File: src/rtl/fpu_pkg.sv
// Shared FPU definitions: rounding modes, exception flags and binary32 classification.
package fpu_pkg;

  typedef enum logic [2:0] {
    RM_RNE = 3'd0,
    RM_RTZ = 3'd1,
    RM_RDN = 3'd2,
    RM_RUP = 3'd3,
    RM_RMM = 3'd4
  } rm_e;

  typedef struct packed {
    logic nv;
    logic nx;
  } fflags_t;

  localparam int F32_EXP_BIAS = 127;

  typedef enum logic [2:0] {
    F32_ZERO,
    F32_SUB,
    F32_NORM,
    F32_INF,
    F32_NAN
  } f32_class_e;

  function automatic f32_class_e f32_classify(input logic [31:0] f);
    if (f[30:23] == 8'hFF) begin
      return (f[22:0] == 23'd0) ? F32_INF : F32_NAN;
    end else if (f[30:23] == 8'h00) begin
      return (f[22:0] == 23'd0) ? F32_ZERO : F32_SUB;
    end
    return F32_NORM;
  endfunction

endpackage

File: src/rtl/fcvt_round_inc.sv
// Rounding-increment decision from sign, result lsb, guard and sticky bits.
// Encodings 5..7 of rm fall into the default arm and truncate like RTZ.
module fcvt_round_inc
  import fpu_pkg::*;
(
  input  logic [2:0] rm,
  input  logic       sign,
  input  logic       lsb,
  input  logic       guard,
  input  logic       sticky,
  output logic       inc
);

  logic inexact;
  assign inexact = guard | sticky;

  // Pick the increment for the requested rounding direction.
  always_comb begin
    inc = 1'b0;
    case (rm)
      RM_RNE:  inc = guard & (sticky | lsb);
      RM_RDN:  inc = sign & inexact;
      RM_RUP:  inc = ~sign & inexact;
      RM_RMM:  inc = guard;
      default: inc = 1'b0;
    endcase
  end

endmodule

File: src/rtl/fcvt_f2i_pipe.sv
// Pipelined float32 -> INT_W integer conversion with rounding modes, saturation,
// {NV,NX} flags, tag passthrough and valid/ready backpressure.
// Split: [opt input reg] A align [reg if STAGES>=2] B round [reg if STAGES>=3] C saturate [out reg].
module fcvt_f2i_pipe
  import fpu_pkg::*;
#(
  parameter int INT_W  = 32,
  parameter int STAGES = 3,
  parameter int TAG_W  = 5
) (
  input  logic             clk,
  input  logic             rst,
  input  logic             in_valid,
  output logic             in_ready,
  input  logic [31:0]      in_f,
  input  logic [2:0]       in_rm,
  input  logic             in_unsigned,
  input  logic [TAG_W-1:0] in_tag,
  output logic             out_valid,
  input  logic             out_ready,
  output logic [INT_W-1:0] out_i,
  output logic [1:0]       out_flags,
  output logic [TAG_W-1:0] out_tag
);

  // Integer field carries one headroom bit so e == INT_W still aligns exactly.
  localparam int IW = INT_W + 1;
  localparam int AW = IW + 23;
  localparam int MW = IW + 1;
  localparam logic signed [9:0] E_MAX = 10'(INT_W);
  localparam logic [MW-1:0] ONE_M = MW'(1);
  localparam logic [MW-1:0] S_LIM = ONE_M << (INT_W - 1);
  localparam logic [MW-1:0] U_MAX = (ONE_M << INT_W) - ONE_M;
  localparam logic [INT_W-1:0] S_MAX_I = {1'b0, {(INT_W-1){1'b1}}};
  localparam logic [INT_W-1:0] S_MIN_I = {1'b1, {(INT_W-1){1'b0}}};
  localparam logic [INT_W-1:0] U_MAX_I = {INT_W{1'b1}};

  typedef struct packed {
    logic             vld;
    logic [31:0]      f;
    logic [2:0]       rm;
    logic             uns;
    logic [TAG_W-1:0] tag;
  } in_t;

  typedef struct packed {
    logic             vld;
    logic             sign;
    logic             nan;
    logic             inf;
    logic             ovf;
    logic [IW-1:0]    ival;
    logic             grd;
    logic             stk;
    logic [2:0]       rm;
    logic             uns;
    logic [TAG_W-1:0] tag;
  } a_t;

  typedef struct packed {
    logic             vld;
    logic             sign;
    logic             nan;
    logic             inf;
    logic             ovf;
    logic [MW-1:0]    mag;
    logic             nx;
    logic             uns;
    logic [TAG_W-1:0] tag;
  } b_t;

  logic en;
  in_t  in_d, in_q;
  a_t   a_d, a_q;
  b_t   b_d, b_q;
  f32_class_e cls;
  logic signed [9:0] e_s;
  logic [AW-1:0] aligned;
  logic inc;
  logic too_big;
  logic             out_valid_d, out_valid_q;
  logic [INT_W-1:0] out_i_d, out_i_q;
  fflags_t          out_flags_d, out_flags_q;
  logic [TAG_W-1:0] out_tag_d, out_tag_q;

  // All stages advance together; a held result freezes the whole pipe, bubbles included.
  assign en       = ~(out_valid_q & ~out_ready);
  assign in_ready = en;

  // Bundle the offered op into the input payload.
  always_comb begin
    in_d.vld = in_valid;
    in_d.f   = in_f;
    in_d.rm  = in_rm;
    in_d.uns = in_unsigned;
    in_d.tag = in_tag;
  end

  if (STAGES == 4) begin : g_in_reg
    // Optional input register.
    always_ff @(posedge clk or posedge rst) begin
      if (rst) in_q <= '0;
      else if (en) in_q <= in_d;
    end
  end else begin : g_in_pass
    assign in_q = in_d;
  end

  // Stage A: classify and align the significand into integer, guard and sticky.
  always_comb begin
    cls     = f32_classify(in_q.f);
    e_s     = $signed({2'b00, in_q.f[30:23]}) - $signed(10'(F32_EXP_BIAS));
    aligned = {{(IW-1){1'b0}}, 1'b1, in_q.f[22:0]} << e_s[6:0];
    a_d      = '0;
    a_d.vld  = in_q.vld;
    a_d.sign = in_q.f[31];
    a_d.nan  = (cls == F32_NAN);
    a_d.inf  = (cls == F32_INF);
    a_d.ovf  = (cls == F32_NORM) && (e_s > E_MAX);
    a_d.rm   = in_q.rm;
    a_d.uns  = in_q.uns;
    a_d.tag  = in_q.tag;
    case (cls)
      F32_NORM: begin
        if (!e_s[9]) begin
          a_d.ival = aligned[AW-1:23];
          a_d.grd  = aligned[22];
          a_d.stk  = |aligned[21:0];
        end else if (e_s == -10'sd1) begin
          a_d.grd = 1'b1;
          a_d.stk = |in_q.f[22:0];
        end else begin
          a_d.stk = 1'b1;
        end
      end
      F32_SUB: a_d.stk = 1'b1;
      default: ;
    endcase
  end

  if (STAGES >= 2) begin : g_a_reg
    // Register after alignment.
    always_ff @(posedge clk or posedge rst) begin
      if (rst) a_q <= '0;
      else if (en) a_q <= a_d;
    end
  end else begin : g_a_pass
    assign a_q = a_d;
  end

  fcvt_round_inc u_round_inc (
    .rm     (a_q.rm),
    .sign   (a_q.sign),
    .lsb    (a_q.ival[0]),
    .guard  (a_q.grd),
    .sticky (a_q.stk),
    .inc    (inc)
  );

  // Stage B: apply the rounding increment to the magnitude.
  always_comb begin
    b_d      = '0;
    b_d.vld  = a_q.vld;
    b_d.sign = a_q.sign;
    b_d.nan  = a_q.nan;
    b_d.inf  = a_q.inf;
    b_d.ovf  = a_q.ovf;
    b_d.mag  = {1'b0, a_q.ival} + {{(MW-1){1'b0}}, inc};
    b_d.nx   = a_q.grd | a_q.stk;
    b_d.uns  = a_q.uns;
    b_d.tag  = a_q.tag;
  end

  if (STAGES >= 3) begin : g_b_reg
    // Register after rounding.
    always_ff @(posedge clk or posedge rst) begin
      if (rst) b_q <= '0;
      else if (en) b_q <= b_d;
    end
  end else begin : g_b_pass
    assign b_q = b_d;
  end

  // Stage C: range check on the rounded magnitude, saturate, negate, flags.
  always_comb begin
    too_big     = 1'b0;
    out_i_d     = '0;
    out_flags_d = '0;
    out_valid_d = b_q.vld;
    out_tag_d   = b_q.tag;
    if (b_q.nan) begin
      out_flags_d.nv = 1'b1;
      out_i_d        = b_q.uns ? U_MAX_I : S_MAX_I;
    end else begin
      if (b_q.uns) begin
        too_big = b_q.inf | b_q.ovf | (b_q.sign ? (b_q.mag != '0) : (b_q.mag > U_MAX));
      end else begin
        too_big = b_q.inf | b_q.ovf | (b_q.sign ? (b_q.mag > S_LIM) : (b_q.mag >= S_LIM));
      end
      if (too_big) begin
        out_flags_d.nv = 1'b1;
        if (b_q.sign) out_i_d = b_q.uns ? '0 : S_MIN_I;
        else          out_i_d = b_q.uns ? U_MAX_I : S_MAX_I;
      end else begin
        out_flags_d.nx = b_q.nx;
        out_i_d = b_q.sign ? (~b_q.mag[INT_W-1:0] + {{(INT_W-1){1'b0}}, 1'b1})
                           : b_q.mag[INT_W-1:0];
      end
    end
  end

  // Output register, always present.
  always_ff @(posedge clk or posedge rst) begin
    if (rst) begin
      out_valid_q <= 1'b0;
      out_i_q     <= '0;
      out_flags_q <= '0;
      out_tag_q   <= '0;
    end else if (en) begin
      out_valid_q <= out_valid_d;
      out_i_q     <= out_i_d;
      out_flags_q <= out_flags_d;
      out_tag_q   <= out_tag_d;
    end
  end

  assign out_valid = out_valid_q;
  assign out_i     = out_i_q;
  assign out_flags = out_flags_q;
  assign out_tag   = out_tag_q;

endmodule

File: config.mk
export PLATFORM = sky130hd
export DESIGN_NAME = fcvt_f2i_pipe
export DESIGN_NICKNAME = d
export VERILOG_FILES = /design/src/rtl/fpu_pkg.sv /design/src/rtl/fcvt_round_inc.sv /design/src/rtl/fcvt_f2i_pipe.sv
export SDC_FILE = /design/constraint.sdc
export NUM_CORES = 1
export LEC_CHECK = 0
export ABC_AREA = 1
export CELL_PAD_IN_SITES_DETAIL_PLACEMENT = 1
export CELL_PAD_IN_SITES_GLOBAL_PLACEMENT = 1
export CORE_MARGIN = 4
export CORE_UTILIZATION = 43
export CTS_BUF_LIST = sky130_fd_sc_hd__clkbuf_4
export DETAILED_ROUTE_END_ITERATION = 8
export PLACE_DENSITY_LB_ADDON = 0.1
export SETUP_SLACK_MARGIN = 0.3
export SLEW_MARGIN = 25
export SYNTH_ARGS = -nofsm -noshare
export SYNTH_HDL_FRONTEND = slang
export SYNTH_SLANG_ARGS = --single-unit
File: constraint.sdc
create_clock -name clk -period 6.47 [get_ports clk]
set_input_delay 1.294 -clock clk [delete_from_list [all_inputs] [get_ports clk]]
set_output_delay 1.294 -clock clk [all_outputs]
set_load 0.02 [all_outputs]
==> flow_summary_export.csv <==
group,metric,value,unit
route,drt_first_pass_iters,5,
clock_network,cts_tree,"built",
clock_network,clock_latency,0.57,ns
clock_network,cts_setup_buffers,0,
timing,period_minus_slack,5.17,ns
global_route,grt_antenna_before_repair,1,
yosys,ys_types,43,
yosys,avgSynthCellArea,6.69,um2
yosys,ys_ff_latch,135,
clock_network,root_buffer,"clkbuf_4",
timing,layout_setup_ws,1.30,ns
power_and_ir_drop,ir_worst_vdd,0.243,mV
timing,finalHoldViolCount,0,
setup_path,critical_path.endpoint_type,"flop",
timing,clock_skew,0.0338,ns
yosys,synthAdderAreaFrac,1.25,%
global_route,grt_max_degree,99,
yosys,synth-simple-area-share,38.3,%
run,maxCapViolCount,0,
global_route,grt_pass1_vias,9447,
timing,setup_viol,0,
clock_network,cts.sinks,135,
timing,fin_crit_sh,79.9,%
route,ant_nets,0,
yosys,yosys.area.top_type,"dfrtp_1",
timing,slew_headroom,37.7,%
yosys,synth_area_leaders,"dfrtp_1 37%, nand2_1 16%, nand3_1 11%",
finish,drive_above_1_share,5.26,%
timing,rsz0062_at_grt,"false",
route,vias_per_cell,5.49,
floorplan,ios,86,
yosys,synth_compound_area_share,12.7,%
yosys,synth-xor-area-share,2.41,%
finish,nNetsFinal,1449,
clock_network,clk_pin_slew,0.16,ns
yosys,syn-num-nets,1403,
placement,hpwl,22000,um
timing,maxSlewViolCount,0,
yosys,synth_mux_area_share,0,%
finish,final_cell_mix,"394 x nand2_1, 204 x nand3_1, 142 x nor2_1, 135 x dfrtp_1, 108 x o21ai_0",
global_route,grt_pass1_wl,49000,um
placement,gp_congestion,0.903,
power_and_ir_drop,p_leak,0.00473,uW
clock_network,h-tree-depth,4,
route,drc,0,
setup_path,worstPathRequired,6.98,ns
clock_network,cts_buffers,17,
power_and_ir_drop,power_density,322,nW/um2
yosys,yosys_warnings,0,
yosys,syn_inst,1349,
hold_path,min_path_type,"flop to flop",
yosys,yosysSeqAreaShare,37.4,%
placement,place_ws,0.736,ns
yosys,synth_top_family_by_area,"simple AND/OR/NAND/NOR gates",
floorplan,die_w,153,um
finish,layout.cells.most_common,"nand2_1",
route,wirelength,29100,um
floorplan,die-area,23400,um2
setup_path,crit_arrival,5.68,ns
finish,syn_to_final_growth,13.8,%
global_route,globalRouteOverflowTotal,0,
setup_path,worstSetupPathType,"input port to flop",
placement,portBuffers,85,
route,wl_per_cell,17.4,um
route,dr.first_iter.drc_count,532,
floorplan,core.rowCount,52,
setup_path,crit_fanout,31,
floorplan,die_y,153,um
clock_network,holdBufCountCts,0,
floorplan,start_util,44.2,%
yosys,synth.top_cell.area_share,37.4,%
clock_network,cts_buffer_depth,2,
timing,max_freq,193,MHz
route,vias,9212,
timing,finalSetupTns,0,ns
setup_path,startpoint_type,"input port",
yosys,netlist_area,9030,um2
status,status,"finished clean",
global_route,track_usage,25.3,%
timing,worst_pin_slew,0.935,ns
clock_network,cts_resized,0,
floorplan,core-area,20400,um2
-- synth_stat cells (all sizes together) --
library cell	n
o32ai	2
nor2	149
ha	9
o41ai	1
and2	3
dfrtp	135
nand2	399
o21bai	1
nand3b	1
a21oi	54
o21a	2
o31ai	7
inv	101
buf	38
o21ai	108
nor3	13
xnor2	4
clkinv	1
nor4	10
o22a	1
o211ai	5
o22ai	20
nand3	206
xor2	20
a21o	1
nand4	20
or2	6
clkbuf	29
a22o	1
a31oi	2
-- final timing paths --
check | cells after the start | startpoint | endpoint | slack [ns]
setup / recovery | 15 | in_f[23] | a_q[9] | 1.30
min in group asynchronous | 2 | rst | b_q[15] | 1.26
max in group asynchronous | 3 | rst | a_q[12] | 4.20
hold reg to reg | 2 | out_tag_d[4] | out_tag[4] | 0.49
setup reg to reg | 14 | a_q[11] | b_q[25] | 3.07
hold / removal | 2 | out_tag_d[4] | out_tag[4] | 0.49
-- state kept, by name, indices dropped and copies added (netlist names) --
register     count
out_tag          5
out_valid_d      1
b_q             40
a_q             49
out_valid        1
out_flags        2
out_tag_d        5
out_i           32
-- area by class of cell --
type	instances	area, um2
multi-input cells	1045	4950
diodes	1	2.50
repair buffers	94	918
clock inverters	15	175
clock buffers	17	128
flip-flops and latches	135	3380
fillers	2723	10200
inverters	102	390
well taps	270	338
-- per-stage QoR --
step	utilization, %	hold slack, ns	total power, uW	instances	cell area [um2]
finish	50.3	0.492	3310	1679	10300
CTS	50.3	0.506	3340	1678	10300
floorplan	-	0.440	2210	1349	9030
global placement	48.8	0.451	2710	1646	9960
global route	50.3	0.535	3580	1679	10300
detailed placement	48.8	0.466	2750	1646	9970
-- power breakdown --
group | internal [uW] | switching, uW
Sequential | 1050 | 126
Combinational | 553 | 999
Clock | 182 | 399
Total | 1790 | 1520
-- cells by family after synthesis --
group,after synthesis
xor gates and xnor gates,24
buffers and inverters,169
and+or+nand+nor,807
DFF,135
AOI/OAI and AO/OA,205
adders and majority gates,9
-- worst max-delay path, cell delays in order --
cell	delay, ns
clkdlybuf4s50_1	0.45
buf_4	0.30
inv_1	0.42
ha_1	0.97
clkinv_1	0.84
nand3_1	0.36
and2_1	0.24
nand2_1	0.08
nand2_1	0.11
nand3_1	0.16
nand3_1	0.14
nor2_1	0.06
nand3_1	0.09
nand2_1	0.07
nand2_1	0.09
-- per-layer routing --
metal	GRT usage, %	routed length (um)
met5	0	0
met4	6.66	532
met3	2.97	834
met2	43.3	14300
met1	34.1	13500
(Power assumes the default switching activity.)
